==> config.mk <==
export PLATFORM = sky130hd
export DESIGN_NAME = wb_writer
export DESIGN_NICKNAME = d
export VERILOG_FILES = /design/src/rtl/wb_pkg.sv /design/src/rtl/wb_fifo.sv /design/src/rtl/wb_writer.sv
export SDC_FILE = /design/constraint.sdc
export NUM_CORES = 1
export LEC_CHECK = 0
export CAP_MARGIN = 10
export CORE_MARGIN = 2
export CORE_UTILIZATION = 46
export DETAILED_ROUTE_END_ITERATION = 10
export PLACE_DENSITY = 0.7
export SYNTH_ARGS = -nofsm -noshare
export SYNTH_HDL_FRONTEND = slang
export SYNTH_HIERARCHICAL = 1
export SYNTH_SLANG_ARGS = --single-unit
==> constraint.sdc <==
create_clock -name clk -period 6.9 [get_ports clk]
set_input_delay 1.035 -clock clk [delete_from_list [all_inputs] [get_ports clk]]
set_output_delay 1.035 -clock clk [all_outputs]
set_load 0.02 [all_outputs]
==> src/rtl/wb_pkg.sv <==
// Shared types for the GPR writeback writer: write modes, queue entry, byte alignment.
package wb_pkg;

  localparam int NGPR = 8;
  localparam int AW   = $clog2(NGPR);
  localparam int DW   = 16;

  typedef enum logic [1:0] {
    WM_NONE = 2'b00,
    WM_LO   = 2'b01,
    WM_HI   = 2'b10,
    WM_FULL = 2'b11
  } wmode_t;

  typedef struct packed {
    logic [AW-1:0] dest;
    logic [DW-1:0] data;
    wmode_t        mode;
  } wb_entry_t;

  // Byte results arrive in the low byte; the high lane is written from data[15:8].
  function automatic logic [DW-1:0] align_data(wmode_t m, logic [DW-1:0] x);
    case (m)
      WM_FULL: return x;
      WM_LO:   return {8'h00, x[7:0]};
      WM_HI:   return {x[7:0], 8'h00};
      default: return '0;
    endcase
  endfunction

endpackage

==> src/rtl/wb_fifo.sv <==
// Two-entry synchronous FIFO of writeback entries; exposes head and tail for hazard compares.
import wb_pkg::*;

module wb_fifo #(
  parameter int DEPTH = 2
) (
  input  logic      clk,
  input  logic      rst,
  input  logic      push_i,
  input  wb_entry_t push_dat_i,
  input  logic      pop_i,
  output logic      full_o,
  output logic      empty_o,
  output wb_entry_t head_o,
  output logic      head_vld_o,
  output wb_entry_t tail_o,
  output logic      tail_vld_o
);

  wb_entry_t  mem_q [2];
  logic       wr_ptr_q, wr_ptr_d;
  logic       rd_ptr_q, rd_ptr_d;
  logic [1:0] cnt_q, cnt_d;
  logic       push_ok, pop_ok;

  assign full_o  = (cnt_q == 2'(DEPTH));
  assign empty_o = (cnt_q == 2'd0);
  assign push_ok = push_i && !full_o;
  assign pop_ok  = pop_i && !empty_o;

  always_comb begin
    wr_ptr_d = wr_ptr_q ^ push_ok;
    rd_ptr_d = rd_ptr_q ^ pop_ok;
    cnt_d    = cnt_q + {1'b0, push_ok} - {1'b0, pop_ok};
  end

  always_ff @(posedge clk) begin
    if (rst) begin
      wr_ptr_q <= 1'b0;
      rd_ptr_q <= 1'b0;
      cnt_q    <= 2'd0;
      mem_q[0] <= '0;
      mem_q[1] <= '0;
    end else begin
      wr_ptr_q <= wr_ptr_d;
      rd_ptr_q <= rd_ptr_d;
      cnt_q    <= cnt_d;
      if (push_ok) mem_q[wr_ptr_q] <= push_dat_i;
    end
  end

  // Tail is only meaningful when both slots hold entries.
  assign head_o     = mem_q[rd_ptr_q];
  assign head_vld_o = !empty_o;
  assign tail_o     = mem_q[~rd_ptr_q];
  assign tail_vld_o = (cnt_q == 2'd2);

endmodule

==> src/rtl/wb_writer.sv <==
// Writeback writer: queues MEM/WB results, issues one GPR write per cycle, exports pending-write scoreboard.
// Optional forwarding of pending full-width results is enabled with WB_FWD_EN.
import wb_pkg::*;

module wb_writer #(
  parameter int DEPTH = 2
) (
  input  logic          clk,
  input  logic          rst,
  input  logic          in_valid,
  output logic          in_ready,
  input  logic [AW-1:0] in_dest,
  input  logic [DW-1:0] in_data,
  input  logic [1:0]    in_mode,
  input  logic          hold,
  output logic [AW-1:0] d,
  output logic [DW-1:0] wr,
  output logic [1:0]    w_en,
  input  logic [AW-1:0] q0,
  input  logic [AW-1:0] q1,
  output logic          busy0,
  output logic          busy1
`ifdef WB_FWD_EN
  ,
  output logic          fwd0_valid,
  output logic [DW-1:0] fwd0_data,
  output logic          fwd1_valid,
  output logic [DW-1:0] fwd1_data
`endif
);

  wb_entry_t in_ent, head, tail, out_q, out_d;
  logic      full, empty, head_vld, tail_vld, push, pop, out_vld;

  assign in_ready = !full;
  assign push     = in_valid && in_ready && (wmode_t'(in_mode) != WM_NONE);
  assign pop      = !hold && !empty;

  always_comb begin
    in_ent.dest = in_dest;
    in_ent.mode = wmode_t'(in_mode);
    in_ent.data = align_data(wmode_t'(in_mode), in_data);
  end

  wb_fifo #(.DEPTH(DEPTH)) u_fifo (
    .clk        (clk),
    .rst        (rst),
    .push_i     (push),
    .push_dat_i (in_ent),
    .pop_i      (pop),
    .full_o     (full),
    .empty_o    (empty),
    .head_o     (head),
    .head_vld_o (head_vld),
    .tail_o     (tail),
    .tail_vld_o (tail_vld)
  );

  // Output register loads an idle write whenever nothing drains, so a write never repeats.
  always_comb begin
    out_d = '0;
    if (pop) out_d = head;
  end

  always_ff @(posedge clk) begin
    if (rst) out_q <= '0;
    else     out_q <= out_d;
  end

  assign d       = out_q.dest;
  assign wr      = out_q.data;
  assign w_en    = out_q.mode;
  assign out_vld = (out_q.mode != WM_NONE);

  function automatic logic pending(logic [AW-1:0] q, logic ov, wb_entry_t o,
                                   logic hv, wb_entry_t h, logic tv, wb_entry_t t);
    return (ov && o.dest == q) || (hv && h.dest == q) || (tv && t.dest == q);
  endfunction

  assign busy0 = pending(q0, out_vld, out_q, head_vld, head, tail_vld, tail);
  assign busy1 = pending(q1, out_vld, out_q, head_vld, head, tail_vld, tail);

`ifdef WB_FWD_EN
  // Later checks override earlier ones: tail is newest, then head, then output register.
  function automatic logic [DW:0] fwd_pick(logic [AW-1:0] q, logic ov, wb_entry_t o,
                                           logic hv, wb_entry_t h, logic tv, wb_entry_t t);
    wb_entry_t sel;
    logic      hit;
    sel = '0;
    hit = 1'b0;
    if (ov && o.dest == q) begin hit = 1'b1; sel = o; end
    if (hv && h.dest == q) begin hit = 1'b1; sel = h; end
    if (tv && t.dest == q) begin hit = 1'b1; sel = t; end
    if (hit && sel.mode == WM_FULL) return {1'b1, sel.data};
    return '0;
  endfunction

  assign {fwd0_valid, fwd0_data} = fwd_pick(q0, out_vld, out_q, head_vld, head, tail_vld, tail);
  assign {fwd1_valid, fwd1_data} = fwd_pick(q1, out_vld, out_q, head_vld, head, tail_vld, tail);
`endif

endmodule
==> reports/results.txt <==
core area: 6680 um2
Setup WS pre-CTS: 3.14 ns
Pwr Density: 278 nW/um2
die width: 86.6 um
worst reg2reg startpoint: u_fifo/cnt_q[0]
setup TNS: 0 ns
Final Wtd Congestion: 0.790
critical setup path kind: reg -> out
HPWL Detailed: 3830 um
CTS tree: built
worst setup path end: busy1
Worst Max-Slew Pin Slew: 1.23 ns
initial DRC count: 96
Mapped Nets: 276
final count of pins violating max slew: 0
initial antenna violation count: 0
Area Overhead vs Synth: 23.8%
Setup Buffers After CTS: 0
status: complete, no violations
Post-Syn Area: 3140 um2
die height: 86.6 um
Final ANT Viol Nets: 0
Via density: 4.94
RSZ-0062 raised after global routing: false
global route overflow: 0
cell count after synthesis: 243
R2R depth: 6
Rel. slew slack: 17.7%
post-CTS sizing: 0
Routed WL: 5790 um
r2r setup slk: 4.62 ns
Final Skew: 0.0116 ns
max cap viols: 0
die area: 7490 um2
1st-pass router iterations: 4
HP Class: reg -> reg
Worst Setup SP: u_fifo/rd_ptr_q
WP data required: 5.86 ns
min Tclk post-route: 3.97 ns
clock buffer count from CTS: 9
Reg clk slew, reported paths: 0.07 ns
H-tree depth: 3
worst r2r dst: u_fifo/mem_q[0][2]
vias: 1,881
CP Launch Type: flop
hold_buf cts: 0
Leakage: 1.49 nW
Max Root-Sink Buffers: 2
number of cell rows: 30
Tot GR Track Use: 16.8%
number of synthesis warnings: 6
worst-path fanout max: 25
Final Setup Violations: 0
number of buffers added on ports: 54
Clk Latency, worst-skew pair: 0.34 ns
vias in the first global route: 1,902
Initial Util: 46.9%
first-pass GRT wire length: 9170 um
root buffer cell: clkbuf_8
layout cells sized above 1: 21.9%
Ports: 55
Crit. End Element: output port
# diodes: 0
Residual DRC: 0
Max rail drop VDD: 108 uV
Nets: 329
period utilization: 57.6%
clock tree sinks: 67
average size of a mapped cell: 12.9 um2
routed wire length per instance: 15.2 um
min setup slack post-route: 2.93 ns
worst endpoint data arrival time: 2.94 ns
Final Hold Vio Count: 0
Fmax: 0.252 GHz
largest net degree at the start of global routing: 26
## state kept, by name, indices dropped and copies added (netlist names)
register         cells
wr                  16
u_fifo/wr_ptr_q      1
w_en                 2
d                    3
u_fifo/mem_q        42
u_fifo/rd_ptr_q      1
u_fifo/cnt_q         2
## area by class of cell
| class | instances | area [um2] |
|---|---|---|
| repair buffers | 55 | 548 |
| clock buffers | 11 | 131 |
| inverters | 4 | 15.0 |
| multi-input cells | 159 | 1270 |
| well taps | 80 | 100 |
| fillers | 567 | 2800 |
| flip-flops and latches | 67 | 1760 |
| clock inverters | 5 | 55.1 |
## worst min path at each step
stage	cells past startpoint	slack, ns	endpoint	startpoint
floorplan	2	0.53	u_fifo/cnt_q[1]	u_fifo/cnt_q[1]
global placement	2	0.55	u_fifo/cnt_q[1]	u_fifo/cnt_q[1]
detailed placement	2	0.56	wr[6]	u_fifo/mem_q[1][8]
CTS	2	0.57	u_fifo/cnt_q[1]	u_fifo/cnt_q[1]
global route	2	0.59	wr[6]	u_fifo/mem_q[1][8]
finish	2	0.57	wr[6]	u_fifo/mem_q[1][8]
## critical path, stage by stage (launching register included)
cell	delay, ns
dfxtp_1	1.14
mux2_2	0.46
xnor2_1	0.18
nand4_1	0.12
nand3_1	0.09
clkdlybuf4s50_1	0.60
## report_power, final
group | internal (W) | switching, W
Combinational | 0.000130 | 0.000116
Sequential | 0.000485 | 0.0000339
Clock | 0.000166 | 0.000147
Total | 0.000780 | 0.000297
## metrics by stage
| stage | utilization, % | instance area [um2] | instances | power [W] | hold WS, ns |
|---|---|---|---|---|---|
| after floorplan | - | 3140 | 243 | 0.000695 | 0.532 |
| final | 58.1 | 3880 | 381 | 0.00108 | 0.570 |
| after global placement | 55.3 | 3690 | 365 | 0.000768 | 0.553 |
| after CTS | 58.1 | 3880 | 381 | 0.00109 | 0.574 |
| after detailed placement | 55.3 | 3690 | 365 | 0.000774 | 0.560 |
| after global routing | 58.1 | 3880 | 381 | 0.00113 | 0.593 |
## placed cells by master, fill, tap and decap left out, types with 2 or more instances in the layout
cell type / count
nand3_1: 2
clkinv_2: 2
clkbuf_1: 2
and2_2: 20
mux2_2: 24
nor2b_1: 10
nand4_1: 4
dfxtp_1: 25
ha_1: 2
edfxtp_1: 42
mux2i_1: 8
and2_1: 52
inv_1: 3
clkbuf_8: 9
clkdlybuf4s50_1: 54
clkinvlp_4: 2
o2111ai_1: 2
nor2_1: 3
xnor2_1: 19
## layer usage
metal	track usage (%)	vias up	share of wire (%)
met5	0	-	0
met4	9.94	0	3.1
met3	2.86	15	3.3
met2	27.7	51	49
met1	20.6	883	45
li1	-	932	-
Power figures use the tool's default switching activity.
